### src/rtl/output_serializer_fifo.sv
`default_nettype none
// ============================================================================
//  Module   : output_serializer_fifo
//  Purpose  : FIFO-buffered parallel-in/serial-out stage for the FP adder
//             result path. Words stream out bit by bit with no inter-word gap.
//  Revision : 1.0  initial release
// ============================================================================
module output_serializer_fifo #(
    parameter int WIDTH     = 32,
    parameter int DEPTH     = 4,
    parameter bit MSB_FIRST = 1'b0
) (
    input  logic                     clk_in,
    input  logic                     rst_n_in,
    input  logic [WIDTH-1:0]         parallel_in,
    input  logic                     wr_in,
    input  logic                     flush_in,
    input  logic                     output_read_in,
    output logic                     input_rdy,
    output logic                     output_rdy,
    output logic                     serial_out,
    output logic                     serial_valid,
    output logic                     serial_first,
    output logic                     serial_last,
    output logic [$clog2(DEPTH):0]   level,
    output logic                     overflow
);

    localparam int c_AW = $clog2(DEPTH);
    localparam int c_BW = $clog2(WIDTH);

    logic [WIDTH-1:0] r_mem [DEPTH];
    logic [c_AW-1:0]  r_wr_ptr;
    logic [c_AW-1:0]  r_rd_ptr;
    logic [c_BW-1:0]  r_bit_cnt;
    logic [c_AW:0]    r_level;
    logic             r_overflow;
    logic             r_sout;
    logic             r_svalid;
    logic             r_sfirst;
    logic             r_slast;

    logic             w_wr_acc;
    logic             w_rd_acc;
    logic             w_last_bit;
    logic             w_pop;
    logic [c_BW-1:0]  w_idx;
    logic [WIDTH-1:0] w_head;

    assign input_rdy  = (r_level != (c_AW+1)'(DEPTH));
    assign output_rdy = (r_level != '0);

    // Flush takes priority, so it masks both handshakes.
    assign w_wr_acc   = wr_in && input_rdy && !flush_in;
    assign w_rd_acc   = output_read_in && output_rdy && !flush_in;
    assign w_last_bit = (r_bit_cnt == c_BW'(WIDTH-1));
    assign w_pop      = w_rd_acc && w_last_bit;
    assign w_head     = r_mem[r_rd_ptr];

    generate
        if (MSB_FIRST) begin : g_msb_first
            assign w_idx = c_BW'(WIDTH-1) - r_bit_cnt;
        end else begin : g_lsb_first
            assign w_idx = r_bit_cnt;
        end
    endgenerate

    always_ff @(posedge clk_in) begin
        if (w_wr_acc) begin
            r_mem[r_wr_ptr] <= parallel_in;
        end
    end

    always_ff @(posedge clk_in or negedge rst_n_in) begin
        if (!rst_n_in) begin
            r_wr_ptr   <= '0;
            r_rd_ptr   <= '0;
            r_bit_cnt  <= '0;
            r_level    <= '0;
            r_overflow <= 1'b0;
            r_sout     <= 1'b0;
            r_svalid   <= 1'b0;
            r_sfirst   <= 1'b0;
            r_slast    <= 1'b0;
        end else if (flush_in) begin
            r_wr_ptr   <= '0;
            r_rd_ptr   <= '0;
            r_bit_cnt  <= '0;
            r_level    <= '0;
            r_overflow <= 1'b0;
            r_sout     <= 1'b0;
            r_svalid   <= 1'b0;
            r_sfirst   <= 1'b0;
            r_slast    <= 1'b0;
        end else begin
            if (w_wr_acc) begin
                r_wr_ptr <= r_wr_ptr + c_AW'(1);
            end
            // Refusal is judged on the pre-edge level, even if this edge pops.
            if (wr_in && !input_rdy) begin
                r_overflow <= 1'b1;
            end
            if (w_rd_acc) begin
                r_sout    <= w_head[w_idx];
                r_svalid  <= 1'b1;
                r_sfirst  <= (r_bit_cnt == '0);
                r_slast   <= w_last_bit;
                r_bit_cnt <= w_last_bit ? '0 : r_bit_cnt + c_BW'(1);
            end else begin
                r_svalid  <= 1'b0;
                r_sfirst  <= 1'b0;
                r_slast   <= 1'b0;
            end
            if (w_pop) begin
                r_rd_ptr <= r_rd_ptr + c_AW'(1);
            end
            case ({w_wr_acc, w_pop})
                2'b10:   r_level <= r_level + (c_AW+1)'(1);
                2'b01:   r_level <= r_level - (c_AW+1)'(1);
                default: r_level <= r_level;
            endcase
        end
    end

    assign serial_out   = r_sout;
    assign serial_valid = r_svalid;
    assign serial_first = r_sfirst;
    assign serial_last  = r_slast;
    assign level        = r_level;
    assign overflow     = r_overflow;

endmodule
`default_nettype wire

### config.mk
export PLATFORM = sky130hd
export DESIGN_NAME = output_serializer_fifo
export DESIGN_NICKNAME = d
export VERILOG_FILES = /design/src/rtl/output_serializer_fifo.sv
export SDC_FILE = /design/constraint.sdc
export NUM_CORES = 1
export LEC_CHECK = 0
export BUFFER_PORTS_ARGS = -buffer_cell sky130_fd_sc_hd__buf_2
export CAP_MARGIN = 0
export CORE_MARGIN = 2
export CORE_UTILIZATION = 40
export CTS_CLUSTER_SIZE = 16
export DETAILED_ROUTE_END_ITERATION = 10
export GPL_ROUTABILITY_DRIVEN = 0
export PLACE_DENSITY_LB_ADDON = 0.15
export SLEW_MARGIN = 20
export SYNTH_ARGS = -nofsm -noshare
export SYNTH_HDL_FRONTEND = slang
export SYNTH_SLANG_ARGS = --single-unit
### constraint.sdc
create_clock -name clk_in -period 5.91 [get_ports clk_in]
set_input_delay 1.182 -clock clk_in [delete_from_list [all_inputs] [get_ports clk_in]]
set_output_delay 1.182 -clock clk_in [all_outputs]
set_load 0.01 [all_outputs]
==> results of run 1 <==
[sequential cells by signal, summed over array words and instances (netlist names), 2 cells and up]
name / cells
r_bit_cnt: 5
r_rd_ptr: 2
r_mem: 128
level: 3
r_wr_ptr: 2
[cell families (layout without fill, tap and decap cells)]
kind of cell / Yosys count / after routing / synth area share [%]
DFF: 145 / 145 / 71.6
and+or+nand+nor: 60 / 60 / 5.18
muxes: 49 / 49 / 14.5
AOI/OAI and AO/OA: 32 / 32 / 3.84
buffers and inverters: 26 / 91 / 2.35
adders and majority gates: 8 / 8 / 1.80
xor gates and xnor gates: 5 / 5 / 0.734
[worst paths after layout]
check	cells past startpoint	start	end
max in group asynchronous	1	rst_n_in	r_rd_ptr[1]$_DFFE_PN0P_
worst max register to register	8	r_bit_cnt[0]$_DFFE_PN0P_	level[2]$_DFFE_PN0P_
worst min-delay path	2	overflow$_DFFE_PN0P_	overflow$_DFFE_PN0P_
worst max-delay path	2	level[0]$_DFFE_PN0P_	input_rdy
worst min register to register	2	overflow$_DFFE_PN0P_	overflow$_DFFE_PN0P_
min in group asynchronous	1	rst_n_in	serial_valid$_DFF_PN0_
[critical path, delay by kind of cell, from the launching register on]
| family | cells | cell delay [ns] |
|---|---|---|
| AND/OR/NAND/NOR | 1 | 0.52 |
| flip-flops | 1 | 0.47 |
| buffers and inverters | 1 | 0.16 |
[layer usage]
metal  up-vias  part of all wire [%]
li1       1414                     -
met1      1571                    42
met2        71                    52
met3        12                   4.4
met4         0                   1.4
met5         -                     0
[report_power, final]
part           leakage [nW]  internal [mW]  switching, mW
registers              1.39           1.15         0.0162
clock network         0.270          0.621          0.402
logic                 0.720         0.0397         0.0608
total                  2.38           1.81          0.479
[cells in the final DEF, fill, tap and decap left out, types with 4 or more instances in the layout]
| cell | count |
|---|---|
| nor2_1 | 22 |
| dfrtp_1 | 16 |
| nand2_1 | 8 |
| mux4_2 | 17 |
| nand3_1 | 5 |
| mux2i_1 | 22 |
| a31oi_1 | 6 |
| a21oi_1 | 10 |
| mux4_1 | 10 |
| buf_4 | 6 |
| ha_1 | 7 |
| inv_6 | 4 |
| inv_1 | 5 |
| buf_2 | 46 |
| and2_1 | 6 |
| edfxtp_1 | 128 |
| clkbuf_16 | 17 |
[final cells by class]
type	instances	area [µm²]	area share [%]
timing repair buffer	52	275	3.97
sequential	145	4270	61.6
clock buffer	19	433	6.24
clock inverter	13	135	1.95
inverter	7	33.8	0.487
multi-input combinational	154	1560	22.4
tap	184	230	3.32
==> impl_metrics.ini, run 1 <==
[synth]
synth_seq_cells = 145
syn_area_per_cell_um2 = 18.4
async_flop_share_pct = 11.7
synth_area_leaders = edfxtp_1 64%, dfrtp_1 7.1%, mux4_2 6.4%
syn_area_mm2 = 0.00596
ys_types = 45
yosysTopAreaCell = edfxtp_1
yosysWarningCount = 0
yosysTopAreaCellShare_pct = 64.4
syn_nets = 370
synthesis.instances = 325
synth_edf_count = 128
ys_seq_area_share_pct = 71.6
synth_ff_type = edfxtp_1
synth_most_common_cell = edfxtp_1
synth_common_cells = 128 x edfxtp_1, 22 x mux2i_1, 22 x nor2_1

[floorplanning]
start_util_pct = 41.0
die_h_um = 126
die-width_um = 126
die_area_mm2 = 0.0159
io_pins = 47
fp-row-count = 44
core_mm2 = 0.0145

[pwr]
p_per_area_mw_per_mm2 = 330
power.leakage_nw = 2.38
power.total_mw = 2.29
max-vdd-ir-drop_v = 0.000199

[route]
drc = 0
drt_iter0_drc = 204
wl_per_cell_um = 20.0
first_pass_iters = 5
vias_per_cell = 5.34
vias = 3068
drtAntennaViolNets = 0
wl_um = 11500

[layout]
instances_no_fill = 574
area_growth_syn_to_layout_pct = 16.2
finalInstanceArea_mm2 = 0.00693
diodes = 0
fillCellCount = 1265
layout.nets = 422
fin_util_pct = 47.7
drive_gt1_share_pct = 26.4

[clock_tree]
cts.clk_slew.worst_paths_ns = 0.06
clk_latency_ns = 0.41
cts.path.max_buffers = 2
cts_resized = 0
cts_hold_buf = 0
cts.sinks = 145
htree_levels = 4
tritoncts = done
cts_buffers = 17
cts_setup_buffers = 0
root_buffer = clkbuf_16

[timing]
final.setup.tns_ns = 0
relSlewSlack_pct = 46.2
hold_violations = 0
slew_viol_final = 0
worst_pin_slew_ns = 0.807
finalCriticalPeriod_ns = 2.75
holdWs_ns = 0.503
fin_worst_skew_ns = 0.00431
setup_viol = 0
fmax_mhz = 364
rsz0062_at_grt = false
finalWorstSetupSlack_ns = 3.16
finalCritPeriodShare_pct = 46.5

[grt]
grt_max_degree = 35
grtUsageMet2_pct = 26.3
grt_pass1_wl_um = 18300
gr-max-usage-layer = met2
track_usage_pct = 15.6
met1_usage_pct = 19.0
met3_usage_pct = 4.89
first_global_vias = 3240
overflow = 0
antenna_found_initial = 0

[setup_path]
r2r_slack_ns = 3.18
critPathLaunchType = flop
endpoint_kind = output port
cp.arrival_ns = 1.57
cp.required_ns = 4.73
cpPeakStageDelay_ns = 0.52
slowest_stage = or3b_2
crit_path_cell_trace = or3b_2 > buf_2
path_max_fanout = 7
path_class = reg -> out

[placement]
portBuffers = 46
pre_cts_ws_ns = 3.08
dpl.cell_count = 542
postPlaceCellArea_mm2 = 0.00636
dpl.hpwl_um = 6700

[run_status]
status = complete, no violations

[min_path]
worstHoldPathType = reg -> reg

[run]
max_cap_violations = 0
Power figures use the tool's default switching activity.
==> run 2, diff against run 1 <==
==> constraint.sdc (replaced) <==
create_clock -name clk_in -period 2.45 [get_ports clk_in]
set_input_delay 0.49 -clock clk_in [delete_from_list [all_inputs] [get_ports clk_in]]
set_output_delay 0.49 -clock clk_in [all_outputs]
set_load 0.01 [all_outputs]
==> run 2 against run 1 <==
  * Final cell count rose by 2.3%
  * Sequential cell count did not move
  * Routed wire length fell by 0.71%
  * Hold slack got worse by 0.22 ns
  * Setup slack got worse by 3.0 ns
  * Via count rose by 0.39%
  * Clock-buffer cell count did not move
  * Core utilization rose by 0.63 points
  * Global-route usage fell by 0.12 points
  * Combinational power rose to 2.7 times the previous value
==> impl_metrics.ini, run 2 (synthesis results as in run 1) <==
[timing]
fin_worst_skew_ns = 0.00854
finalCritPeriodShare_pct = 93.1
setup_viol = 0
worst_pin_slew_ns = 0.526
slew_viol_final = 0
final.setup.tns_ns = 0
relSlewSlack_pct = 64.9
fmax_mhz = 439
hold_violations = 0
rsz0062_at_grt = false
finalCriticalPeriod_ns = 2.28

[layout]
drive_gt1_share_pct = 28.8
layout.nets = 435
largest_register = r_mem
fillCellCount = 1271
layout_commonest_cell = edfxtp_1
largest_reg_flops = 128
finalInstanceArea_mm2 = 0.00702
final_cell_mix = 128 x edfxtp_1, 46 x buf_2, 22 x nor2_1, 22 x mux2i_1
area_growth_syn_to_layout_pct = 17.8
diodes = 0

[clock_tree]
tritoncts = done
htree_levels = 4
cts.path.max_buffers = 2
cts.clk_slew.worst_paths_ns = 0.06
cts_buffers = 17
cts.sinks = 145
root_buffer = clkbuf_16
clk_latency_ns = 0.42

[route]
wl_um = 11400
wl_met1_um = 5050
wl_per_cell_um = 19.4
drtAntennaViolNets = 0
wl_met3_um = 593
top_layer = met4
vias_per_cell = 5.25
first_pass_iters = 4
drt_iter0_drc = 289
drc = 0
vias = 3080
wl_met2_um = 5520

[min_path]
whs_path_depth = 1
worstHoldPathType = in -> reg
hold_end = r_mem[0][22]$_DFFE_PP_
holdCritStartpoint = parallel_in[22]

[run_status]
status = complete, no violations

[floorplanning]
die-width_um = 126
die_area_mm2 = 0.0159
core_mm2 = 0.0145
die_h_um = 126
fp-row-count = 44
io_pins = 47
start_util_pct = 41.0

[setup_path]
r2r_slack_ns = 0.17
endpoint_kind = flop
reg2reg_to = serial_out$_DFFE_PN0P_
cp.arrival_ns = 2.64
reg2regPathDepth = 7
critPathLaunchType = flop
path_class = reg -> reg
regToRegStartpoint = r_rd_ptr[1]$_DFFE_PN0P_
path_max_fanout = 20
crit_path_cell_trace = buf_4 > mux2i_1 > mux4_2 > a21oi_1 > o31ai_1 > o2111ai_1 > o2111a_1
cp.required_ns = 2.81
cpPeakStageDelay_ns = 0.60
slowest_stage = dfrtp_4

[pwr]
max-vdd-ir-drop_v = 0.000485
power.total_mw = 5.43
power.leakage_nw = 2.44
p_per_area_mw_per_mm2 = 773

[grt]
grt_pass1_wl_um = 17800
antenna_found_initial = 0
overflow = 0
track_usage_pct = 15.5
grt_max_degree = 33
first_global_vias = 3175

[placement]
postPlaceCellArea_mm2 = 0.00647
portBuffers = 46
dpl.hpwl_um = 7090

[run]
max_cap_violations = 0
## run 2: cell types whose count changed in the layout (fill, tap and decap cells not counted), sizes merged
cell	before	now
clkinv	4	6
dlygate4sd3	0	1
bufinv	2	1
inv	11	10
buf	52	64
## run 2: where the power goes
group / leakage [nW] / switching, mW / internal, mW / total, mW
combinational: 0.789 / 0.164 / 0.105 / 0.269
sequential: 1.39 / 0.0249 / 2.77 / 2.79
clock: 0.261 / 0.976 / 1.39 / 2.37
## run 2: per-layer routing
metal	vias to the layer above	GRT usage, %
met5	-	0
met4	0	6.21
met3	16	5.52
met2	75	24.1
met1	1556	19.9
li1	1433	-
## run 2: worst max-delay path by stage
stage | depth (start not counted) | from | end
2_1_floorplan | 4 | level[0]$_DFFE_PN0P_ | r_mem[0][0]$_DFFE_PP_
3_3_place_gp | 7 | r_rd_ptr[1]$_DFFE_PN0P_ | serial_out$_DFFE_PN0P_
3_5_place_dp | 7 | r_rd_ptr[1]$_DFFE_PN0P_ | serial_out$_DFFE_PN0P_
4_1_cts | 7 | r_rd_ptr[1]$_DFFE_PN0P_ | serial_out$_DFFE_PN0P_
5_1_grt | 7 | r_rd_ptr[1]$_DFFE_PN0P_ | serial_out$_DFFE_PN0P_
6_report | 7 | r_rd_ptr[1]$_DFFE_PN0P_ | serial_out$_DFFE_PN0P_
## run 2: cell type report
type | instances | area [µm²] | share of cell area (%)
well taps | 184 | 230 | 3.28
flip-flops and latches | 145 | 4270 | 60.8
clock inverters | 13 | 111 | 1.59
inverters | 7 | 33.8 | 0.481
clock buffers | 19 | 433 | 6.16
multi-input cells | 154 | 1560 | 22.1
repair buffers | 65 | 388 | 5.52
## run 2: per-stage QoR
step | utilization, % | cells | hold WS (ns) | setup WS [ns]
after global routing | 48.3 | 587 | 0.265 | 0.0369
after global placement | 44.5 | 554 | 0.441 | 0.123
after CTS | 48.3 | 587 | 0.263 | 0.0300
final | 48.3 | 587 | 0.284 | 0.170
after floorplan | - | 325 | 0.194 | 0.253
after detailed placement | 44.5 | 554 | 0.441 | 0.0328
## run 2: timing repair
item                                    CTS  global route
endpoints found under the setup margin    0             1
hold buffers                              1             0
setup buffers                             0             0
hold endpoints to repair                 17             0
resized for setup                         0             1
## run 2: critical path, delay by kind of cell (launching register included)
family	cells	cell delay, ns
compound gates	4	0.65
flops	1	0.60
buf+inv	1	0.36
mux	2	0.60
==> run 3, diff against run 2 <==
--- a/config.mk
+++ b/config.mk
@@ -8,7 +8,7 @@
 export BUFFER_PORTS_ARGS = -buffer_cell sky130_fd_sc_hd__buf_2
 export CAP_MARGIN = 0
 export CORE_MARGIN = 2
-export CORE_UTILIZATION = 40
+export CORE_UTILIZATION = 45
 export CTS_CLUSTER_SIZE = 16
 export DETAILED_ROUTE_END_ITERATION = 10
 export GPL_ROUTABILITY_DRIVEN = 0
==> run 3 against run 2 <==
  * Critical path type unchanged
  * Final cell count is 1.5% lower
  * Non-clock buffer count is 1 lower
  * Setup slack better by 0.054 ns
==> impl_metrics.ini, run 3 (synthesis results as in run 1) <==
[layout]
fin_util_pct = 53.6
final_cell_mix = 128 x edfxtp_1, 46 x buf_2, 22 x nor2_1, 22 x mux2i_1
layout.nets = 434
largest_reg_flops = 128
drive_gt1_share_pct = 27.9
largest_register = r_mem
diodes = 0
finalInstanceArea_mm2 = 0.00701
layout_commonest_cell = edfxtp_1
area_growth_syn_to_layout_pct = 17.6

[setup_path]
critPathLaunchType = flop
endpoint_kind = flop
cp.required_ns = 2.80
path_max_fanout = 18
path_class = reg -> reg
cp.arrival_ns = 2.58

[timing]
finalWorstSetupSlack_ns = 0.223
fin_worst_skew_ns = 0.0144
finalCritPeriodShare_pct = 90.9
rsz0062_at_grt = false
slew_viol_final = 0
worst_pin_slew_ns = 0.527
fmax_mhz = 449
relSlewSlack_pct = 64.9
finalCriticalPeriod_ns = 2.23
final.setup.tns_ns = 0
setup_viol = 0
hold_violations = 0

[placement]
postPlaceCellArea_mm2 = 0.00645
pre_cts_ws_ns = 0.218
dpl.hpwl_um = 6710
portBuffers = 46

[clock_tree]
tritoncts = done
root_buffer = clkbuf_16
cts_hold_buf = 1
cts_buffers = 17
cts.sinks = 145
cts_setup_buffers = 0
cts_resized = 0
cts.path.max_buffers = 2
htree_levels = 4
cts.clk_slew.worst_paths_ns = 0.06
clk_latency_ns = 0.42

[floorplanning]
io_pins = 47
start_util_pct = 45.6
fp-row-count = 42
die_h_um = 119
die_area_mm2 = 0.0142
die-width_um = 119
core_mm2 = 0.0131

[route]
first_pass_iters = 5
vias_per_cell = 5.33
wl_per_cell_um = 19.1
wl_um = 11000
drt_iter0_drc = 175
drtAntennaViolNets = 0
vias = 3081
drc = 0

[grt]
antenna_found_initial = 0
first_global_vias = 3238
met1_usage_pct = 21.8
overflow = 0
met3_usage_pct = 4.45
grtUsageMet2_pct = 27.8
gr-max-usage-layer = met2
grt_pass1_wl_um = 17600
track_usage_pct = 17.2
grt_max_degree = 33

[pwr]
p_per_area_mw_per_mm2 = 779
power.leakage_nw = 2.44
max-vdd-ir-drop_v = 0.000457

[min_path]
worstHoldPathType = in -> reg

[run_status]
status = complete, no violations

[run]
max_cap_violations = 0
[run 3: final timing paths]
kind	from	to	slack [ns]	cells after the start
worst max-delay path	r_rd_ptr[1]$_DFFE_PN0P_	serial_out$_DFFE_PN0P_	0.22	7
worst min-delay path	parallel_in[2]	r_mem[1][2]$_DFFE_PP_	0.28	1
worst max register to register	r_rd_ptr[1]$_DFFE_PN0P_	serial_out$_DFFE_PN0P_	0.22	7
worst min register to register	overflow$_DFFE_PN0P_	overflow$_DFFE_PN0P_	0.50	2
max in group asynchronous	rst_n_in	r_rd_ptr[1]$_DFFE_PN0P_	1.60	2
min in group asynchronous	rst_n_in	serial_last$_DFF_PN0_	0.54	2
[run 3: through the flow]
stage	hold slack [ns]	cells	power (mW)
final	0.281	578	5.46
after floorplan	0.194	325	2.98
after global placement	0.443	545	3.11
after detailed placement	0.446	545	3.11
after global routing	0.268	578	5.68
after CTS	0.264	578	5.53
[run 3: metal layers]
| layer | wire, µm | up-vias | part of all wire, % |
|---|---|---|---|
| met3 | 481 | 18 | 4.4 |
| met4 | 215 | 0 | 1.9 |
| met2 | 5530 | 79 | 50 |
| li1 | - | 1442 | - |
| met5 | 0 | - | 0 |
| met1 | 4820 | 1542 | 44 |
[run 3: layout make-up]
cell class,count,area (µm²)
repair buffers,64,380
clock buffers,19,433
flip-flops and latches,145,4270
clock inverters,13,119
fillers,1043,6070
well taps,176,220
multi-input cells,154,1560
inverters,7,33.8
[run 3: worst max-delay path: stages, from the launching register on]
cell and delay [ns]:
dfrtp_2 0.65, buf_4 0.31, mux2i_1 0.09, mux4_2 0.48
a21oi_1 0.17, o31ai_1 0.09, o2111ai_1 0.18, o2111a_1 0.20
[run 3: report_power, final]
part | switching, mW | internal, mW | leakage [nW] | total, mW
logic | 0.161 | 0.104 | 0.783 | 0.265
registers | 0.0242 | 2.77 | 1.39 | 2.79
clock network | 0.927 | 1.48 | 0.267 | 2.40
total | 1.11 | 4.35 | 2.44 | 5.46
